## config.mk

```make
export PLATFORM = sky130hd
export DESIGN_NAME = uart_rx_ctrl
export DESIGN_NICKNAME = d
export VERILOG_FILES = /design/src/rtl/uart_rx_ctrl.sv
export SDC_FILE = /design/constraint.sdc
export NUM_CORES = 1
export LEC_CHECK = 0
export ABC_AREA = 1
export BUFFER_PORTS_ARGS = -buffer_cell sky130_fd_sc_hd__buf_2
export CORE_MARGIN = 10
export CORE_UTILIZATION = 45
export DETAILED_ROUTE_END_ITERATION = 7
export RECOVER_POWER = 25
export SYNTH_ARGS = -nofsm -noshare
export SYNTH_HDL_FRONTEND = slang
export SYNTH_SLANG_ARGS = --single-unit
```

## constraint.sdc

```tcl
create_clock -name clk -period 1.9 [get_ports clk]
set_input_delay 0.095 -clock clk [delete_from_list [all_inputs] [get_ports clk]]
set_output_delay 0.095 -clock clk [all_outputs]
set_load 0.1 [all_outputs]
```

## src/rtl/uart_rx_ctrl.sv

```systemverilog
// uart_rx_ctrl -- oversampled UART receive controller.
//
// Watches an asynchronous serial line and detects start bits. It samples each
// data bit at the middle of its bit period and tells a downstream shift
// register when to capture the bit. At the end of each frame it reports
// framing and parity status. All frame timing advances only on cycles where
// tick=1; each bit period is OVERSAMPLE ticks long.
//
// Parameters
//   OVERSAMPLE  tick pulses per bit period (even, >= 4)
//   PARITY_EN   1 = one parity bit between the data bits and the stop bit
//   PARITY_ODD  1 = odd parity, 0 = even parity
//
// Ports
//   clk         system clock, rising edge
//   reset       asynchronous, active-low reset
//   rx_in       asynchronous serial input, idle high
//   tick        oversample enable, one-clk pulse
//   shift       one-clk pulse: downstream shift register captures rx_bit
//   rx_bit      sampled data bit, valid while shift=1 (LSB first)
//   rx_busy     high while a frame is being received
//   rx_done     one-clk pulse at the end of every completed frame
//   frame_err   stop bit was low in the last frame (held until next rx_done)
//   parity_err  parity mismatch in the last frame (held until next rx_done)

module uart_rx_ctrl #(
    parameter int OVERSAMPLE = 16,
    parameter bit PARITY_EN  = 1'b0,
    parameter bit PARITY_ODD = 1'b0
) (
    input  logic clk,
    input  logic reset,
    input  logic rx_in,
    input  logic tick,
    output logic shift,
    output logic rx_bit,
    output logic rx_busy,
    output logic rx_done,
    output logic frame_err,
    output logic parity_err
);

    localparam int              TCW    = (OVERSAMPLE > 2) ? $clog2(OVERSAMPLE) : 1;
    localparam logic [TCW-1:0]  TC_MID = TCW'(OVERSAMPLE / 2 - 1);
    localparam logic [TCW-1:0]  TC_END = TCW'(OVERSAMPLE - 1);

    typedef enum logic [2:0] {
        IDLE,
        START,
        DATA,
        PARITY,
        STOP,
        BREAK
    } state_t;

    state_t         state, state_nxt;
    logic [TCW-1:0] tick_cnt, tick_cnt_nxt;
    logic [2:0]     bit_cnt, bit_cnt_nxt;
    logic           par_acc, par_acc_nxt;   // running XOR of the data bits
    logic           par_bad, par_bad_nxt;   // parity verdict, published with rx_done
    logic           shift_nxt, rx_bit_nxt, done_nxt, ferr_nxt, perr_nxt;

    // Two-flop synchroniser. It resets to the idle (high) level, so a reset
    // release never looks like a start bit.
    logic rx_meta, rx_s;

    always_ff @(posedge clk or negedge reset) begin
        if (!reset) begin
            rx_meta <= 1'b1;
            rx_s    <= 1'b1;
        end else begin
            rx_meta <= rx_in;
            rx_s    <= rx_meta;
        end
    end

    always_ff @(posedge clk or negedge reset) begin
        if (!reset) begin
            state      <= IDLE;
            tick_cnt   <= '0;
            bit_cnt    <= '0;
            par_acc    <= 1'b0;
            par_bad    <= 1'b0;
            shift      <= 1'b0;
            rx_bit     <= 1'b0;
            rx_done    <= 1'b0;
            frame_err  <= 1'b0;
            parity_err <= 1'b0;
        end else begin
            state      <= state_nxt;
            tick_cnt   <= tick_cnt_nxt;
            bit_cnt    <= bit_cnt_nxt;
            par_acc    <= par_acc_nxt;
            par_bad    <= par_bad_nxt;
            shift      <= shift_nxt;
            rx_bit     <= rx_bit_nxt;
            rx_done    <= done_nxt;
            frame_err  <= ferr_nxt;
            parity_err <= perr_nxt;
        end
    end

    // Pulses default low, so shift and rx_done last exactly one clk. Every
    // other piece of state holds unless a tick moves it.
    always_comb begin
        state_nxt    = state;
        tick_cnt_nxt = tick_cnt;
        bit_cnt_nxt  = bit_cnt;
        par_acc_nxt  = par_acc;
        par_bad_nxt  = par_bad;
        shift_nxt    = 1'b0;
        rx_bit_nxt   = rx_bit;
        done_nxt     = 1'b0;
        ferr_nxt     = frame_err;
        perr_nxt     = parity_err;

        if (tick) begin
            unique case (state)
                IDLE: begin
                    if (!rx_s) begin
                        state_nxt    = START;
                        tick_cnt_nxt = '0;
                    end
                end
                START: begin
                    // Check the start bit again at its midpoint. If the line
                    // is high again, the low level was a glitch.
                    if (tick_cnt == TC_MID) begin
                        tick_cnt_nxt = '0;
                        if (!rx_s) begin
                            state_nxt   = DATA;
                            bit_cnt_nxt = '0;
                            par_acc_nxt = 1'b0;
                            par_bad_nxt = 1'b0;
                        end else begin
                            state_nxt = IDLE;
                        end
                    end else begin
                        tick_cnt_nxt = tick_cnt + 1'b1;
                    end
                end
                DATA: begin
                    // From the start-bit midpoint, each full bit period lands
                    // on the middle of the next data bit.
                    if (tick_cnt == TC_END) begin
                        tick_cnt_nxt = '0;
                        shift_nxt    = 1'b1;
                        rx_bit_nxt   = rx_s;
                        par_acc_nxt  = par_acc ^ rx_s;
                        if (bit_cnt == 3'd7) begin
                            if (PARITY_EN) state_nxt = PARITY;
                            else           state_nxt = STOP;
                        end else begin
                            bit_cnt_nxt = bit_cnt + 1'b1;
                        end
                    end else begin
                        tick_cnt_nxt = tick_cnt + 1'b1;
                    end
                end
                PARITY: begin
                    if (tick_cnt == TC_END) begin
                        tick_cnt_nxt = '0;
                        par_bad_nxt  = par_acc ^ rx_s ^ PARITY_ODD;
                        state_nxt    = STOP;
                    end else begin
                        tick_cnt_nxt = tick_cnt + 1'b1;
                    end
                end
                STOP: begin
                    if (tick_cnt == TC_END) begin
                        tick_cnt_nxt = '0;
                        done_nxt     = 1'b1;
                        ferr_nxt     = ~rx_s;
                        perr_nxt     = PARITY_EN && par_bad;
                        // A low stop bit may be a line break. Wait for the
                        // line to go high before looking for a new start bit.
                        state_nxt    = rx_s ? IDLE : BREAK;
                    end else begin
                        tick_cnt_nxt = tick_cnt + 1'b1;
                    end
                end
                BREAK: begin
                    if (rx_s) state_nxt = IDLE;
                end
                default: state_nxt = IDLE;
            endcase
        end
    end

    assign rx_busy = (state == START) || (state == DATA) ||
                     (state == PARITY) || (state == STOP);

endmodule

```

==> out/summary.md <==
Detailed routing
- number of vias per cell: 4.76
- number of nets still failing antenna checks after routing: 0
- number of DRC violations after detailed-routing iteration 0: 30
- per-cell routed wire length: 11.0 µm
- count of unresolved DRC violations after routing: 0
- vias after detailed routing: 776
- DR pass1 iterations: 4
- total wire length: 1.79 mm

STA
- Tcrit/Tclk final: 0.932
- clock period minus final worst setup slack: 1770 ps
- setup TNS: 0 ps
- slew at the pin closest to its max-slew limit: 867 ps
- headroom to the max-slew limit: 0.422
- unrepaired setup endpoints after global routing: no
- number of pins exceeding their max-slew limit in the final report: 0
- final-report setup violation count: 0
- Hold Violations, Final: 0
- achievable clock frequency: 564 MHz
- Clock Skew: 0.901 ps
- Final Hold Slack: 196 ps

Synth
- Seq cells post-synth: 16
- Post-Syn Nets: 130
- leading post-synthesis cells by instance count: sky130_fd_sc_hd__nand2_1 (37), sky130_fd_sc_hd__dfrtp_1 (14), sky130_fd_sc_hd__inv_1 (13), sky130_fd_sc_hd__nor2_1 (13), sky130_fd_sc_hd__nand3_1 (8)
- synth warn: 0
- most repeated cell in the gate-level netlist after synthesis: sky130_fd_sc_hd__nand2_1
- async set-reset flop share out of synthesis: 1.00
- Post-Syn Area: 950 µm²
- part of the Yosys area used for sequential elements: 0.424
- post-synthesis cell type with the largest combined area: sky130_fd_sc_hd__dfrtp_1
- number of enable-type register cells in the synthesized netlist: 0
- top_reg_cell synth: sky130_fd_sc_hd__dfrtp_1
- cells taking the most area after synthesis: sky130_fd_sc_hd__dfrtp_1 (37%), sky130_fd_sc_hd__nand2_1 (15%), sky130_fd_sc_hd__dfstp_2 (5.5%), sky130_fd_sc_hd__inv_1 (5.1%), sky130_fd_sc_hd__nor2_1 (5.1%)
- cell count after synthesis: 123
- count of distinct cell types in the synthesized netlist: 21
- area share of the largest cell type after synthesis: 0.369
- average cell area after synthesis: 7.72 µm²

Global routing
- antenna violations before repair: 0
- overflow left after global routing: 0
- GR peak layer: met2
- maximum number of pins on one net before global-route repair: 17
- vias in the first global route: 759
- GRT met2 Usage: 0.149
- GR Layer Usage met3: 0.0254
- met1 Track Usage GR: 0.115
- combined global-route utilization of all metal layers: 0.0934
- global-route wire length before repair: 3.29 mm

Die
- row cnt: 16
- top-level I/O count: 10
- die extent in y: 65.9 µm
- Die Area: 4350 µm²
- starting density of the core: 0.479
- core region area: 1980 µm²
- Chip Width: 65.9 µm

Setup path
- critical path data required time: 1800 ps
- setup slack of the worst register-to-register path: 450 ps
- arrival time reported for the critical path endpoint: 1680 ps
- reg2reg end: bit_cnt[0]
- launching element type of the critical path: register
- endpoint class of the critical path: primary output
- critical path startpoint: state[1]
- cell count of the worst reg-to-reg path: 8
- critical path capture point: rx_busy
- Crit Path Category: reg2out
- FF-to-FF Start: bit_cnt[0]
- biggest fanout along the worst timing path: 7

Clock network
- worst skew pair latency: 280 ps
- clock tree from TritonCTS: yes
- H-tree depth: 1
- post-CTS sizing: 0
- clock transition at the register clock pins on the worst setup and hold paths after CTS: 90 ps
- maximum root-to-sink buffer count: 2
- # clock sinks: 16
- clock root buffer: sky130_fd_sc_hd__clkbuf_4
- setup repair bufs after CTS: 0
- clock buffer count from CTS: 3

Cells and area
- final cell utilization of the core: 0.543
- layout cells sized above 1: 0.228
- Inserted Diodes: 0
- Final nets: 144
- signed area change from the synthesized netlist to the final layout: 13.3%
- post-route non-filler standard cell count: 163

Min path
- Worst Hold Class: in2reg
- worst hold stages: 5

Power and ir drop
- power density of the placed cells: 1180 nW/µm²
- static power due to leakage: 0.000625 µW
- highest ir drop seen on vdd: 680 µV
- Pwr Total: 1270 µW

Placed design
- Placed Cells incl. Taps: 157
- global placement routability congestion: 0.844
- input/output buffers: 8
- sum of net half-perimeters after detailed placement: 1.44 mm

Run
- maxcap violations: 0

Outcome
- run status: finished clean

-- kinds of logic (layout without fill, tap and decap cells) --
| logic type | Yosys count | count (layout) | share of synthesized area |
|---|---|---|---|
| AOI/OAI and AO/OA | 9 | 9 | 0.0619 |
| DFF | 16 | 16 | 0.424 |
| buffers and inverters | 17 | 30 | 0.0712 |
| and+or+nand+nor | 76 | 76 | 0.390 |
| other | 1 | 1 | 0.00395 |
| xor gates and xnor gates | 1 | 1 | 0.00922 |
| adders and majority gates | 3 | 3 | 0.0395 |
-- cell type report --
cell class | instances | area [µm²]
clock buffers | 4 | 36.3
fillers | 189 | 906
inverters | 16 | 60.1
multi-input cells | 90 | 484
flip-flops and latches | 16 | 403
well taps | 27 | 33.8
repair buffers | 10 | 58.8
-- per-stage QoR --
step / instance area, µm² / setup slack (ps)
floorplan: 955 / 348
global placement: 1020 / 453
detailed placement: 1020 / 438
CTS: 1080 / 108
global route: 1080 / 5.97
finish: 1080 / 129
-- report_power, final --
part	internal, µW	switching, µW	leakage, µW
sequential	390	60.8	0.000212
combinational	165	434	0.000391
clock	116	105	0.0000210
total	671	600	0.000625
-- layout by cell type (no fill, tap or decap) --
| cell type | instances |
|---|---|
| sky130_fd_sc_hd__a21oi_1 | 1 |
| sky130_fd_sc_hd__inv_1 | 13 |
| sky130_fd_sc_hd__nor2_1 | 13 |
| sky130_fd_sc_hd__a21boi_4 | 1 |
| sky130_fd_sc_hd__buf_2 | 7 |
| sky130_fd_sc_hd__dfstp_2 | 2 |
| sky130_fd_sc_hd__clkbuf_8 | 1 |
| sky130_fd_sc_hd__nand2_2 | 4 |
| sky130_fd_sc_hd__nand4_1 | 5 |
| sky130_fd_sc_hd__ha_1 | 3 |
| sky130_fd_sc_hd__nand3_1 | 7 |
| sky130_fd_sc_hd__nand2_1 | 37 |
| sky130_fd_sc_hd__o21ai_0 | 4 |
| sky130_fd_sc_hd__nand3_2 | 5 |
| sky130_fd_sc_hd__nor2_2 | 1 |
| sky130_fd_sc_hd__dlygate4sd3_1 | 2 |
| sky130_fd_sc_hd__nor2_4 | 3 |
| sky130_fd_sc_hd__o21ai_1 | 3 |
| sky130_fd_sc_hd__conb_1 | 1 |
| sky130_fd_sc_hd__or2_2 | 1 |
| sky130_fd_sc_hd__clkbuf_4 | 3 |
| sky130_fd_sc_hd__clkbuf_1 | 1 |
| sky130_fd_sc_hd__inv_2 | 3 |
| sky130_fd_sc_hd__dfrtp_1 | 14 |
| sky130_fd_sc_hd__xor2_1 | 1 |
-- layer usage --
| layer | up-vias | share of wire |
|---|---|---|
| met5 | - | 0 |
| met4 | 0 | 0.011 |
| met3 | 4 | 0.044 |
| met2 | 11 | 0.46 |
| met1 | 345 | 0.48 |
| li1 | 416 | - |
-- timing repair --
action                     in CTS  in global routing
hold endpoints to repair       15                  0
setup endpoints to repair       0                  0
hold buffers                    2                  0
-- critical path: stages (launching register included) --
cell,delay (ps)
sky130_fd_sc_hd__dfrtp_1,480
sky130_fd_sc_hd__nor2_2,240
sky130_fd_sc_hd__nand2_2,120
sky130_fd_sc_hd__nand3_2,120
sky130_fd_sc_hd__buf_2,430
-- how the worst min path moves through the flow --
stage	end	slack [ps]	from
6_report	tick_cnt[0]	200	tick
5_1_grt	state[0]	230	tick
4_1_cts	tick_cnt[0]	190	tick
3_5_place_dp	frame_err	30	reset
3_3_place_gp	rx_done	20	reset
2_1_floorplan	bit_cnt[0]	-200	reset
-- flip-flops by register name, indices dropped and copies added (netlist names) --
signal / flops
bit_cnt: 3
frame_err: 1
tick_cnt: 4
rx_bit: 1
rx_meta: 1
shift: 1
rx_s: 1
state: 3
rx_done: 1
(Power assumes the default switching activity.)
